$ cat src/rtl/pipe_ctrl_pkg.sv
// Shared encodings, state type and defaults for the pipeline hazard controller.
`default_nettype none

package pipe_ctrl_pkg;

  localparam logic [1:0] PC_SEQ  = 2'd0;
  localparam logic [1:0] PC_TGT  = 2'd1;
  localparam logic [1:0] PC_TRAP = 2'd2;

  localparam int DEF_REDIRECT_BUBBLES  = 1;
  localparam int DEF_INIT_FLUSH_CYCLES = 2;
  localparam int DEF_CNT_W             = 16;

  typedef enum logic [1:0] {
    S_INIT     = 2'd0,
    S_RUN      = 2'd1,
    S_REDIRECT = 2'd2
  } state_t;

  // Width needed to hold values 0..n-1, never narrower than one bit.
  function automatic int cnt_width(input int n);
    return (n > 1) ? $clog2(n) : 1;
  endfunction

endpackage

`default_nettype wire

$ cat src/rtl/sat_counter.sv
// Saturating up-counter with synchronous active-high clear.
`default_nettype none

module sat_counter #(
  parameter int WIDTH = 16
) (
  input  logic             clk,
  input  logic             rst,
  input  logic             inc,
  output logic [WIDTH-1:0] count
);

  always_ff @(posedge clk) begin
    if (rst) begin
      count <= '0;
    end else if (inc && (count != '1)) begin
      count <= count + WIDTH'(1);
    end
  end

endmodule

`default_nettype wire

$ cat src/rtl/pipe_hazard_ctrl.sv
// Central stall/flush/PC-select controller for the 5-stage RV32I pipeline,
// with redirect-bubble sequencing, post-reset purge and saturating counters.
`default_nettype none

module pipe_hazard_ctrl
  import pipe_ctrl_pkg::*;
#(
  parameter int REDIRECT_BUBBLES  = DEF_REDIRECT_BUBBLES,
  parameter int INIT_FLUSH_CYCLES = DEF_INIT_FLUSH_CYCLES,
  parameter int CNT_W             = DEF_CNT_W
) (
  input  logic             clk,
  input  logic             rst,
  input  logic             ex_branch_taken,
  input  logic             ex_jump,
  input  logic             id_load_use,
  input  logic             if_busy,
  input  logic             mem_busy,
  input  logic             trap_req,
  output logic             stall_pc,
  output logic             stall_if_id,
  output logic             stall_id_ex,
  output logic             stall_ex_mem,
  output logic             flush_if_id,
  output logic             flush_id_ex,
  output logic             flush_ex_mem,
  output logic             flush_mem_wb,
  output logic [1:0]       pc_sel,
  output logic [CNT_W-1:0] flush_cnt,
  output logic [CNT_W-1:0] stall_cnt
);

  localparam int RW = cnt_width(REDIRECT_BUBBLES);
  localparam int IW = cnt_width(INIT_FLUSH_CYCLES);
  localparam logic [RW-1:0] RD_LOAD   = RW'(REDIRECT_BUBBLES - 1);
  localparam logic [IW-1:0] INIT_LOAD = IW'(INIT_FLUSH_CYCLES - 1);
  localparam bit MULTI_BUBBLE = (REDIRECT_BUBBLES > 1);

  state_t          state, state_nx;
  logic [IW-1:0]   init_cnt, init_cnt_nx;
  logic [RW-1:0]   rd_cnt, rd_cnt_nx;

  logic s_pc, s_ifid, s_idex, s_exmem;
  logic f_ifid, f_idex, f_exmem, f_memwb;
  logic redirect_go;
  logic in_redirect;

  always_ff @(posedge clk) begin
    if (rst) begin
      state    <= S_INIT;
      init_cnt <= INIT_LOAD;
      rd_cnt   <= '0;
    end else begin
      state    <= state_nx;
      init_cnt <= init_cnt_nx;
      rd_cnt   <= rd_cnt_nx;
    end
  end

  always_comb begin
    state_nx    = state;
    init_cnt_nx = init_cnt;
    rd_cnt_nx   = rd_cnt;
    s_pc        = 1'b0;
    s_ifid      = 1'b0;
    s_idex      = 1'b0;
    s_exmem     = 1'b0;
    f_ifid      = 1'b0;
    f_idex      = 1'b0;
    f_exmem     = 1'b0;
    f_memwb     = 1'b0;
    pc_sel      = PC_SEQ;
    redirect_go = 1'b0;
    in_redirect = (state == S_REDIRECT);

    if (rst || (state == S_INIT)) begin
      s_pc    = 1'b1;
      f_ifid  = 1'b1;
      f_idex  = 1'b1;
      f_exmem = 1'b1;
      f_memwb = 1'b1;
      if (init_cnt == '0) begin
        state_nx = S_RUN;
      end else begin
        init_cnt_nx = init_cnt - IW'(1);
      end
    end else if (mem_busy) begin
      // EX is frozen, so any pending redirect stays asserted and is taken later;
      // the redirect bubble count is held.
      s_pc    = 1'b1;
      s_ifid  = 1'b1;
      s_idex  = 1'b1;
      s_exmem = 1'b1;
      f_memwb = 1'b1;
      f_ifid  = in_redirect;
    end else if (trap_req) begin
      f_ifid      = 1'b1;
      f_idex      = 1'b1;
      f_exmem     = 1'b1;
      pc_sel      = PC_TRAP;
      redirect_go = 1'b1;
    end else if (ex_branch_taken || ex_jump) begin
      f_ifid      = 1'b1;
      f_idex      = 1'b1;
      pc_sel      = PC_TGT;
      redirect_go = 1'b1;
    end else if (in_redirect) begin
      f_ifid    = 1'b1;
      s_pc      = if_busy;
      rd_cnt_nx = rd_cnt - RW'(1);
      if (rd_cnt == RW'(1)) begin
        state_nx = S_RUN;
      end
    end else if (id_load_use) begin
      s_pc   = 1'b1;
      s_ifid = 1'b1;
      f_idex = 1'b1;
    end else if (if_busy) begin
      s_pc   = 1'b1;
      f_ifid = 1'b1;
    end

    if (redirect_go) begin
      if (MULTI_BUBBLE) begin
        state_nx  = S_REDIRECT;
        rd_cnt_nx = RD_LOAD;
      end else begin
        state_nx = S_RUN;
      end
    end
  end

  // A register that is being cleared must not also be held.
  assign stall_pc     = s_pc;
  assign stall_if_id  = s_ifid  & ~f_ifid;
  assign stall_id_ex  = s_idex  & ~f_idex;
  assign stall_ex_mem = s_exmem & ~f_exmem;
  assign flush_if_id  = f_ifid;
  assign flush_id_ex  = f_idex;
  assign flush_ex_mem = f_exmem;
  assign flush_mem_wb = f_memwb;

  sat_counter #(.WIDTH(CNT_W)) u_flush_cnt (
    .clk   (clk),
    .rst   (rst),
    .inc   (pc_sel != PC_SEQ),
    .count (flush_cnt)
  );

  sat_counter #(.WIDTH(CNT_W)) u_stall_cnt (
    .clk   (clk),
    .rst   (rst),
    .inc   (stall_pc && (state != S_INIT)),
    .count (stall_cnt)
  );

endmodule

`default_nettype wire

$ cat config.mk
export PLATFORM = sky130hd
export DESIGN_NAME = pipe_hazard_ctrl
export DESIGN_NICKNAME = d
export VERILOG_FILES = /design/src/rtl/pipe_ctrl_pkg.sv /design/src/rtl/sat_counter.sv /design/src/rtl/pipe_hazard_ctrl.sv
export SDC_FILE = /design/constraint.sdc
export NUM_CORES = 1
export LEC_CHECK = 0
export ABC_AREA = 0
export CORE_ASPECT_RATIO = 0.7
export CORE_MARGIN = 5
export CORE_UTILIZATION = 48
export CTS_CLUSTER_SIZE = 16
export DETAILED_ROUTE_END_ITERATION = 16
export PLACE_DENSITY = 0.83
export SETUP_SLACK_MARGIN = 0.5
export SLEW_MARGIN = 20
export SYNTH_ARGS = -nofsm -noshare
export SYNTH_HDL_FRONTEND = slang
export SYNTH_SLANG_ARGS = --single-unit
$ cat constraint.sdc
create_clock -name clk -period 3 [get_ports clk]
set_clock_uncertainty 0.05 [all_clocks]
set_input_delay 0.6 -clock clk [delete_from_list [all_inputs] [get_ports clk]]
set_output_delay 0.6 -clock clk [all_outputs]
set_load 0.01 [all_outputs]
==> qor.csv <==
metric;value;unit
core area;3850;um^2
endpoint class of the critical path;primary output;
first-pass GRT wire length;8.82;mm
Crit Path Category;in2out;
slew margin rel.;56.6;%
later-pin clock latency in the skew report;0.29;ns
Routed Antenna Nets;0;
RSZ-0062 raised after global routing;false;
input/output buffers;49;
clk slew on worst S/H paths;0.06;ns
height of the die;62.2;um
CTS Hold Bufs;0;
Cells after Synth;231;
largest net degree at the start of global routing;20;
Via density;6.09;
Pre-antenna DRT Iters;4;
Max-cap violations;0;
dominant cell type by area after synthesis;dfxtp_1;
status;completed;
final hold vios;0;
area grow syn2layout;40.0;%
VDD IR-drop max;223;uV
fmax;410;MHz
Vias;2075;
critical path's slowest cell;clkdlybuf4s15_1;
Hold Crit Class;reg2reg;
number of CTS-inserted buffers;5;
buffer depth of the longest clock path;2;
PD cells;337;nW/um^2
Register Area;681;um^2
endpoints failing setup;0;
multi-input logic area;1150;um^2
Post-synth EDFFs;0;
sequential share of the synthesized area;36.4;%
Ant. Diodes;0;
Fin Setup TNS;0;ns
routed len/inst;15.2;um
# rows;19;
CP max FO;19;
Slew Limit Fails;0;
grt ovf;0;
# H-tree levels;2;
Initial Utilization;48.5;%
RePlAce Congestion;0.788;
CTS sink cnt;34;
root buf cell;clkbuf_8;
DP Wirelength;3.60;mm
io pins;50;
Yosys reg bits;34;
final hold slack;0.403;ns
Avg Inst Size Synth;8.09;um^2
Netlist Area Pre-Place;1870;um^2
DP Worst Slack;0.0421;ns
TritonCTS clock tree;done;
die width;84.6;um
DIE AREA;5260;um^2
initial antenna violation count;0;
DRC Markers;0;
Synth Flop Type;dfxtp_1;
Setup WS post-layout;0.564;ns
LEAKAGE;0.847;nW
Post-synth ARST share;0;%
Final Util;67.9;%
share of cells above drive strength 1;14.9;%
WL final;5.19;mm
syn nets;241;
CP Launch Type;input port;
synth top area cells;dfxtp_1 36%, or4_1 7.6%, a21oi_1 7.5%, o31ai_1 6.4%, nand3_1 4.0%;
filler cell count;335;
Unique masters post-synth;37;
Final Critical Period;2.44;ns
required time of the critical path;2.35;ns
crit path cell chain;clkdlybuf4s15_1 > buf_12 > clkinvlp_4 > and3_2 > dlygate4sd2_1;
vias in the first global route;1912;
CP arrival;1.79;ns
Yosys warning count;0;
Least-Margin Pin Slew;0.646;ns
Final nets;299;
GRT Total Usage;19.9;%
Synth top area share;36.4;%
initial DRC count;176;
largest stage delay on the critical path;0.32;ns
period utilisation layout;81.2;%
==> worst max-delay path, delay by kind of cell <==
family                 cells  cell delay (ns)
and+or+nand+nor            1             0.23
buffers and inverters      4             0.95
==> cells in the final DEF (no fill, tap or decap), drive strengths merged, types with 6 or more instances in the layout <==
master / count
o31ai: 16
a21oi: 28
dfxtp: 34
dlygate4sd2: 6
buf: 14
nor3: 8
nor4: 6
inv: 9
or3: 7
nand3: 15
or4: 19
nor2: 10
nand2: 11
o21ai: 9
clkbuf: 6
clkdlybuf4s50: 35
nand4: 8
==> kinds of logic after synthesis <==
logic type | share of synthesized area [%]
compound gates | 23.1
simple gates | 32.7
flops | 36.4
mux | 2.41
fa+ha+maj | 1.34
buf+inv | 4.08
==> synth_stat cells, drive strengths merged, types with 2 or more instances <==
| library cell | instances |
|---|---|
| dfxtp | 34 |
| a21oi | 28 |
| or4 | 19 |
| o31ai | 16 |
| nand3 | 15 |
| nand2 | 11 |
| inv | 10 |
| nor2 | 10 |
| o21ai | 9 |
| clkbuf | 8 |
| nand4 | 8 |
| nor3 | 8 |
| or3 | 7 |
| nor4 | 6 |
| and3 | 4 |
| mux2 | 4 |
| nor2b | 4 |
| o41ai | 4 |
| and4 | 3 |
| o21a | 3 |
| a211oi | 2 |
| a31oi | 2 |
| buf | 2 |
| ha | 2 |
| o311ai | 2 |
| or2 | 2 |
==> per-layer routing <==
metal | GRT usage [%] | part of all wire [%] | wire length (um)
met1 | 27.5 | 47 | 2460
met2 | 30.5 | 43 | 2250
met3 | 5.02 | 8.1 | 418
met4 | 5.93 | 1.1 | 57
met5 | 0 | 0 | 0
==> path summary, 6_finish.rpt <==
| kind | from | to | slack [ns] | cells after the start |
|---|---|---|---|---|
| setup reg to reg | state[0] | u_flush_cnt.count[15] | 0.87 | 5 |
| hold / removal | init_cnt | state[0] | 0.40 | 1 |
| hold reg to reg | init_cnt | state[0] | 0.40 | 1 |
| setup / recovery | rst | stall_id_ex | 0.56 | 5 |
==> cell type report <==
type                    instances  share of cell area (%)
inverters                      10                    1.58
clock buffers                   5                    2.63
multi-input cells             177                    44.1
flip-flops and latches         34                    26.0
repair buffers                 61                    22.8
well taps                      52                    2.49
clock inverters                 2                   0.383
==> report_power, final <==
part | internal (mW) | total [mW] | switching (mW)
sequential | 0.456 | 0.462 | 0.00651
clock | 0.156 | 0.327 | 0.172
combinational | 0.0429 | 0.0917 | 0.0488
==> through the flow <==
stage	instances	area, um^2	total power, mW
detailed placement	332	2470	0.556
CTS	341	2590	0.881
global route	341	2620	0.912
global placement	332	2470	0.554
floorplan	231	1870	0.510
finish	341	2620	0.881
==> registers in the layout (all words and copies together), names as in the netlist <==
name / count
u_flush_cnt.count: 16
u_stall_cnt.count: 16
init_cnt: 1
state: 1
==> timing repair <==
action,in CTS,in global routing
cloned,1,0
endpoints found under the setup margin,24,19
setup buffers,1,0
resized for setup,24,16
pin swaps,1,2
Power figures use the tool's default switching activity.
